===== config.mk =====
export PLATFORM = sky130hd
export DESIGN_NAME = cpu_bus_dtack_ctrl
export DESIGN_NICKNAME = d
export VERILOG_FILES = /design/src/rtl/cpu_bus_dtack_ctrl.sv
export SDC_FILE = /design/constraint.sdc
export NUM_CORES = 1
export LEC_CHECK = 0
export BUFFER_PORTS_ARGS = -buffer_cell sky130_fd_sc_hd__clkbuf_2
export CAP_MARGIN = 10
export CORE_MARGIN = 2
export CORE_UTILIZATION = 54
export DETAILED_ROUTE_END_ITERATION = 12
export GPL_ROUTABILITY_DRIVEN = 0
export PLACE_DENSITY = 0.78
export SLEW_MARGIN = 20
export SYNTH_ARGS = -nofsm -noshare
export SYNTH_HDL_FRONTEND = slang
export SYNTH_SLANG_ARGS = --single-unit

===== constraint.sdc =====
create_clock -name clk -period 2.5 [get_ports clk]
set_clock_uncertainty 0.05 [all_clocks]
set_input_delay 0 -clock clk [delete_from_list [all_inputs] [get_ports clk]]
set_output_delay 0 -clock clk [all_outputs]
set_load 0.01 [all_outputs]

===== src/rtl/cpu_bus_dtack_ctrl.sv =====
// 68000 /DTACK generator: fixed per-region wait states, ROM req/ack handshake
// with the SDRAM arbiter, and timeout termination of unmapped cycles.
module cpu_bus_dtack_ctrl #(
   parameter int WORK_WAIT     = 1,
   parameter int VIDEO_WAIT    = 2,
   parameter int IO_WAIT       = 1,
   parameter int SOUND_WAIT    = 4,
   parameter int UNMAPPED_WAIT = 8,
   parameter int ROM_TIMEOUT   = 255
) (
   input  logic       clk,
   input  logic       reset,
   input  logic       cpu_as_n,
   input  logic [1:0] cpu_ds_n,
   input  logic       WORKn,
   input  logic       ROMn,
   input  logic       SCREENn,
   input  logic       COLORn,
   input  logic       IOn,
   input  logic       OBJECTn,
   input  logic       SOUNDn,
   input  logic       extension_n,
   input  logic       SS_SAVEn,
   input  logic       SS_RESETn,
   input  logic       SS_VECn,
   output logic       rom_req,
   input  logic       rom_ack,
   output logic       cpu_dtack_n,
   output logic       timeout_err,
   output logic       busy
);

   // DRAIN: strobe released during a ROM cycle; finish the handshake, no DTACK.
   typedef enum logic [2:0] {IDLE, WAIT, ROM, DRAIN, ACK} state_t;

   state_t     state, state_d;
   logic [7:0] cnt, cnt_d;
   logic [7:0] wait_cyc;
   logic       req_d, dtack_d, terr_d, busy_d;
   logic       start;

   assign start = ~cpu_as_n & ~(&cpu_ds_n);

   always_comb begin
      wait_cyc = 8'(UNMAPPED_WAIT);
      if      (!SS_RESETn)   wait_cyc = 8'(WORK_WAIT);
      else if (!SS_VECn)     wait_cyc = 8'(WORK_WAIT);
      else if (!SS_SAVEn)    wait_cyc = 8'(WORK_WAIT);
      else if (!ROMn)        wait_cyc = 8'd0;
      else if (!WORKn)       wait_cyc = 8'(WORK_WAIT);
      else if (!SCREENn)     wait_cyc = 8'(VIDEO_WAIT);
      else if (!OBJECTn)     wait_cyc = 8'(VIDEO_WAIT);
      else if (!COLORn)      wait_cyc = 8'(VIDEO_WAIT);
      else if (!IOn)         wait_cyc = 8'(IO_WAIT);
      else if (!extension_n) wait_cyc = 8'(IO_WAIT);
      else if (!SOUNDn)      wait_cyc = 8'(SOUND_WAIT);
   end

   always_comb begin
      state_d = state;
      cnt_d   = cnt;
      req_d   = rom_req;
      dtack_d = cpu_dtack_n;
      terr_d  = timeout_err;
      case (state)
         IDLE: if (start) begin
            // ROMn only wins when no save-state select outranks it
            if (SS_RESETn && SS_VECn && SS_SAVEn && !ROMn) begin
               state_d = ROM;
               cnt_d   = 8'(ROM_TIMEOUT);
               req_d   = 1'b1;
            end else if (wait_cyc == 8'd0) begin
               state_d = ACK;
               dtack_d = 1'b0;
            end else begin
               state_d = WAIT;
               cnt_d   = wait_cyc - 8'd1;
            end
         end
         WAIT: begin
            if (cpu_as_n) state_d = IDLE;
            else if (cnt == 8'd0) begin
               state_d = ACK;
               dtack_d = 1'b0;
            end else cnt_d = cnt - 8'd1;
         end
         ROM, DRAIN: begin
            if (rom_ack || cnt == 8'd0) begin
               req_d = 1'b0;
               if (!rom_ack) terr_d = 1'b1;
               if (state == DRAIN || cpu_as_n) state_d = IDLE;
               else begin
                  state_d = ACK;
                  dtack_d = 1'b0;
               end
            end else begin
               cnt_d = cnt - 8'd1;
               if (cpu_as_n) state_d = DRAIN;
            end
         end
         ACK: if (cpu_as_n) begin
            dtack_d = 1'b1;
            state_d = IDLE;
         end
         default: state_d = IDLE;
      endcase
      busy_d = (state_d != IDLE);
   end

   always_ff @(posedge clk) begin
      if (reset) begin
         state       <= IDLE;
         cnt         <= 8'd0;
         rom_req     <= 1'b0;
         cpu_dtack_n <= 1'b1;
         timeout_err <= 1'b0;
         busy        <= 1'b0;
      end else begin
         state       <= state_d;
         cnt         <= cnt_d;
         rom_req     <= req_d;
         cpu_dtack_n <= dtack_d;
         timeout_err <= terr_d;
         busy        <= busy_d;
      end
   end

endmodule


==> results of run 1 <==
-- kinds of logic (layout without fill, tap and decap cells) --
family          after synthesis  in the layout  synth area share
simple gates                 56             56            0.2641
fa+ha+maj                     4              4           0.04329
xor+xnor                      3              3           0.02273
compound gates               53             53            0.3507
buf+inv                      15             32           0.05087
flops                        15             15            0.2597
mux                           1              1          0.008658
-- tightest hold or removal path: stages --
cell	delay, ns
clkbuf_2	0.16
nor2_1	0.06
nor2_1	0.09
nor3_1	0.05
-- metal layers --
metal,share of wire,up-vias
met4,0.015,0
li1,-,594
met2,0.52,46
met1,0.41,561
met5,0,-
met3,0.057,7
-- worst max path at each step --
stage | from | endpoint | depth (start not counted) | slack [ns]
after detailed placement | cnt[0] | cnt[5] | 7 | 0.35
after CTS | cnt[0] | cnt[5] | 7 | 0.32
after global routing | cnt[0] | cnt[5] | 7 | 0.20
final | cnt[0] | cnt[5] | 7 | 0.30
after floorplan | cnt[0] | cnt[5] | 7 | 0.60
after global placement | cnt[0] | cnt[5] | 7 | 0.44
-- stage by stage --
step / setup WS (ns) / cells / power (mW)
floorplan: 0.6028 / 147 / 0.5476
finish: 0.3012 / 191 / 0.7789
global placement: 0.4429 / 187 / 0.6162
detailed placement: 0.3451 / 187 / 0.6297
CTS: 0.3226 / 191 / 0.7768
global route: 0.1989 / 191 / 0.8309
-- power breakdown --
part	switching, mW	internal, mW
sequential	0.0304	0.266
clock	0.0893	0.0597
combinational	0.196	0.137
total	0.316	0.463
-- state kept, by name (all words and copies together) (netlist names) --
register     flops
busy             1
cnt              8
cpu_dtack_n      1
rom_req          1
state            3
timeout_err      1
-- final cells by class --
| class | count | area share |
|---|---|---|
| multi-input cells | 117 | 0.6184 |
| flip-flops and latches | 15 | 0.2330 |
| repair buffers | 20 | 0.07767 |
| well taps | 27 | 0.02621 |
| inverters | 8 | 0.02330 |
| clock buffers | 3 | 0.01748 |
| clock inverters | 1 | 0.003883 |
-- placed cells by master, fill, tap and decap left out, types with 2 or more instances in the layout --
cell type / instances
or3_1: 2
ha_1: 4
xnor2_1: 2
a221o_1: 4
a211oi_1: 3
inv_1: 8
a21oi_1: 13
nand3b_1: 2
nor2_1: 17
nand2b_1: 5
nand2_1: 6
dfxtp_1: 15
o21bai_1: 2
o21a_1: 2
a221oi_1: 2
a2bb2oi_1: 2
o32ai_1: 3
nand3_1: 7
or4_1: 2
clkbuf_4: 3
and2_1: 2
o21ai_0: 10
clkbuf_2: 20
nor3_1: 5
==> results.md, run 1 <==
- Residual DRC: 0
- Worst Tran Pin Value: 0.6492 ns
- CP cell instances: inv_1 > ha_1 > or4b_1 > nor2_1 > nor3b_1 > nor2_1 > o32ai_1
- Final setup fails: 0
- Wire per inst: 15.57 um
- Final ANT Viol Nets: 0
- CP arrival: 2.32 ns
- Starting Density: 0.5833
- PortBufs: 20
- VDD IR max: 0.3600 mV
- Count leader, synth: nor2_1
- Post-synth top cells: nor2_1, dfxtp_1, a21oi_1
- Yosys top cell area share: 0.2597
- Post-DR vias/cell: 6.325
- WP data required: 2.62 ns
- Antenna cells: 0
- Critical path's top delay family: simple AND/OR/NAND/NOR gates
- Synth warn: 0
- #FFs+latches synth: 15
- Util after Layout: 0.6503
- Design area: 1289 um^2
- Num rows: 16
- CTS tree: yes
- Max_cap viols: 0
- Worst setup path class: reg -> reg
- Syn Inst Count: 147
- GRT met2 Usage: 0.4452
- Clock slew seen by the registers of the worst setup and hold paths: 0.10 ns
- Final #Nets: 186
- Worst Hold Path EP: rom_req
- Clk buf depth: 2
- First-pass GRT wire length: 5064 um
- Hold Fails Final Rpt: 0
- Largest stage delay, worst path: 0.51 ns
- Pin count of the biggest net entering global routing: 18
- Worst r2r src: cnt[0]
- Pre-antenna DRT Iters: 4
- Power per cell area: 604.4 nW/um^2
- Multi-input logic area: 797.0 um^2
- Post-synthesis cell type count: 46
- R2R Setup Slk: 0.30 ns
- Reg-to-Reg End: cnt[5]
- Top_reg_cell synth: dfxtp_1
- Vias in the first global route: 1,106
- Worst min path class: in -> reg
- # Post-CTS Setup Buffers: 0
- CP Launch Type: register
- Area added between synthesis and finish: 11.47%
- Outcome: finished clean
- DIE HEIGHT: 50.27 um
- Hold path start: rom_ack
- Synth top area cells: dfxtp_1, a21oi_1, nor2_1, ha_1, o21ai_0
- Fillcell total: 201
- Crit-path slowest cell: or4b_1
- Via count: 1,208
- Core area: 1982 um^2
- WL final: 2974 um
- CTS-repair resized insts: 0
- Worst slew margin: 0.5657
- Io pins: 21
- Post-synth top area cell: dfxtp_1
- Hold Path Stages: 4
- Cell mode on critical path: nor2_1
- Min Hold Slack: 0.04670 ns
- Gr busiest metal: met2
- Fin. max-slew vios: 0
- Ys async rst share: 0
- DP HPWL: 2253 um
- Worst Path Max Fanout: 5
- RSZ-0062 raised after global routing: false
- Static leakage: 0.5134 nW
- Hold Buf Count CTS: 0
- GR Overflow Total: 0
- Sink Count: 15
- Syn Area/Cell: 7.865 um^2
- M3 GR Usage: 0.05655
- Seq/Total Area, Yosys: 0.2597
- Fin crit period: 2.199 ns
- Initial DRC Count: 36
- Sequential cell area: 300.3 um^2
- Final TNS setup: 0 ns
- Die ar.: 2527 um^2
- Layout cells sized above 1: 0.2073
- Syn nets: 168
- Placed inst area: 1261 um^2
- Worst Setup End Kind: register
- Reg2Reg Depth: 7
- Die width: 50.27 um
- Post-synth EDFFs: 0
- Fmax: 0.4548 GHz
- WP buf/inv: 1
- Total track usage: 0.2605
- Mapped cell area: 1156 um^2
- Final period util: 0.8795
- Worst-skew pair later-pin latency: 0.30 ns
- H-tree Lvls: 1
- Met1 usage: 0.3241
- Initial antenna violation count: 0
- Root buffer cell: clkbuf_4
- TritonCTS buffer count: 3
Power figures use the tool's default switching activity.
==> run 2, diff against run 1 <==
Settings changed: CORE_ASPECT_RATIO set to 2, CORE_MARGIN 2 to 1.5, CORE_UTILIZATION 54 to 25, PLACE_DENSITY 0.78 to 0.43.
==> results.md, run 2 (synthesis gave the netlist of run 1 again) <==
- Outcome: finished clean
- Root buffer cell: clkbuf_8
- Regs by FF count: cnt (8), state (3)
- Initial antenna violation count: 0 (unchanged)
- Final #Nets: 186 (unchanged)
- H-tree Lvls: 1 (unchanged)
- TritonCTS buffer count: 3 (unchanged)
- WL final: 3364 um (+13%)
- Placed inst area: 1295 um^2 (+2.7%)
- Worst Setup End Kind: register
- CTS tree: yes
- Util after Layout: 0.3061 (-0.3441)
- Worst min path class: in -> reg
- Design area: 1341 um^2 (+4.1%)
- Pre-antenna DRT Iters: 4 (unchanged)
- Die width: 51.09 um (+1.6%)
- Worst slew margin: 0.5788 (+0.01301)
- Fin crit period: 2.250 ns (+0.05146 ns)
- Antenna cells: 0 (unchanged)
- Power per cell area: 627.4 nW/um^2 (+3.8%)
- CP Launch Type: register
- Post-layout total power: 0.8415 mW (+8.0%)
- Residual DRC: 0 (unchanged)
- Placed cells: 214 (+14%)
- Final TNS setup: 0 ns (unchanged)
- Commonest non-fill, non-tap cell in the layout: clkbuf_2
- Clk buf depth: 2 (unchanged)
- Switching fraction of total power: 0.3882 (-0.01713)
- VDD IR max: 0.2338 mV (-35%)
- DIE HEIGHT: 99.17 um (+97%)
- DP HPWL: 2663 um (+18%)
- Final setup fails: 0 (unchanged)
- Sink Count: 15 (unchanged)
- Final Instance Count excl. Fillers: 218 (+14%)
- Area added between synthesis and finish: 16.02%
- Worst Hold Path EP: cnt[3]
- WP data required: 2.58 ns (-0.04 ns)
- Commonest non-fill, non-tap cells in the layout: clkbuf_2, nor2_1, dfxtp_1
- Hold Buf Count CTS: 0 (unchanged)
- Pin count of the biggest net entering global routing: 18 (unchanged)
- Worst Path Max Fanout: 5 (unchanged)
- Internal: 0.5149 mW (+11%)
- Io pins: 21 (unchanged)
- Hold path start: reset
- Wire per inst: 15.43 um (-0.90%)
- CP arrival: 2.33 ns (about the same)
- Largest register by flop count: cnt
- Worst setup path class: reg -> reg
- Layout cells sized above 1: 0.2073 (unchanged)
- Final period util: 0.9001 (+0.02058)
- Worst Tran Pin Value: 0.6297 ns (-0.01945 ns)
- GR Overflow Total: 0 (unchanged)
- Core area: 4382 um^2 (+120%)
- Net switching power: 0.3267 mW (+3.5%)
- Hold Path Stages: 2 (-2)
- Starting Density: 0.2638 (-0.3195)
- Initial DRC Count: 49 (+36%)
- Fmax: 0.4444 GHz (-2.3%)
- R2R Setup Slk: 0.25 ns (-0.05 ns)
- PortBufs: 20 (unchanged)
- RSZ-0062 raised after global routing: false
- Combinational Power Share: 0.398 (-0.030)
- Worst r2r src: cnt[0]
- Worst-skew pair later-pin latency: 0.26 ns (-0.04 ns)
- Fin. max-slew vios: 0 (unchanged)
- Post-DR vias/cell: 5.573 (-12%)
- Clock slew seen by the registers of the worst setup and hold paths: 0.07 ns (-0.03 ns)
- CTS-repair resized insts: 0 (unchanged)
- Static leakage: 0.5212 nW (+1.5%)
- Hold Fails Final Rpt: 0 (unchanged)
- Num rows: 34 (+18)
- Reg2Reg Depth: 7 (unchanged)
- First-pass GRT wire length: 5492 um (+8.5%)
- Total track usage: 0.1440 (-0.1165)
- Reg-to-Reg End: cnt[2]
- # Post-CTS Setup Buffers: 0 (unchanged)
- Die ar.: 5066 um^2 (+100%)
- Final ANT Viol Nets: 0 (unchanged)
- Via count: 1,215 (+0.58%)
- Clk pwr share: 0.245 (+0.054)
- Vias in the first global route: 1,213 (+9.7%)
- Flop pwr share: 0.357 (-0.024)
- Max_cap viols: 0 (unchanged)
- Largest register FFs: 8 (unchanged)
==> run 2: cell count changes in the layout (fill, tap and decap cells not counted) <==
cell	previous run	this run
clkbuf_4	3	0
clkbuf_8	0	3
==> run 2: routing by layer <==
| metal | global-route usage | wire, um | vias to the layer above |
|---|---|---|---|
| li1 | - | - | 589 |
| met1 | 0.1359 | 1157 | 567 |
| met2 | 0.2707 | 1919 | 46 |
| met3 | 0.01351 | 140 | 13 |
| met4 | 0.1060 | 147 | 0 |
| met5 | 0 | 0 | - |
==> run 2: per-stage QoR <==
stage / hold WS, ns / setup slack, ns
after floorplan: 0.1450 / 0.6028
after global routing: 0.1191 / 0.1166
after CTS: 0.1131 / 0.2798
after detailed placement: 0.3491 / 0.3154
after global placement: 0.3429 / 0.3470
final: 0.1145 / 0.2497
==> run 2: critical path: stages (launching register included) <==
cell and delay, ns:
dfxtp_1 0.33, inv_1 0.12, ha_1 0.17, or4b_1 0.52, nor2_1 0.27, nor3b_1 0.13
nor2_1 0.38, o32ai_2 0.14
==> run 2: worst max-delay path by stage <==
| stage | cells past startpoint | endpoint | slack, ns | startpoint |
|---|---|---|---|---|
| floorplan | 7 | cnt[5] | 0.60 | cnt[0] |
| global placement | 9 | cnt[0] | 0.35 | COLORn |
| finish | 7 | cnt[2] | 0.25 | cnt[0] |
| detailed placement | 7 | cnt[2] | 0.32 | cnt[0] |
| CTS | 7 | cnt[2] | 0.28 | cnt[0] |
| global route | 7 | cnt[5] | 0.12 | cnt[0] |
==> run 2: layout make-up <==
class / instances / area, um^2
clock buffer: 3 / 41.29
clock inverter: 1 / 5.005
fill: 474 / 3040
inverter: 8 / 30.03
multi-input combinational: 117 / 797.0
sequential: 15 / 300.3
tap: 54 / 67.56
timing repair buffer: 20 / 100.1
==> run 2: power by group through the flow <==
stage	clock network [mW]	registers [mW]	logic, mW
floorplan	0	0.289	0.259
global placement	0	0.305	0.334
detailed placement	0	0.305	0.332
CTS	0.218	0.299	0.334
global route	0.224	0.304	0.371
finish	0.206	0.300	0.335
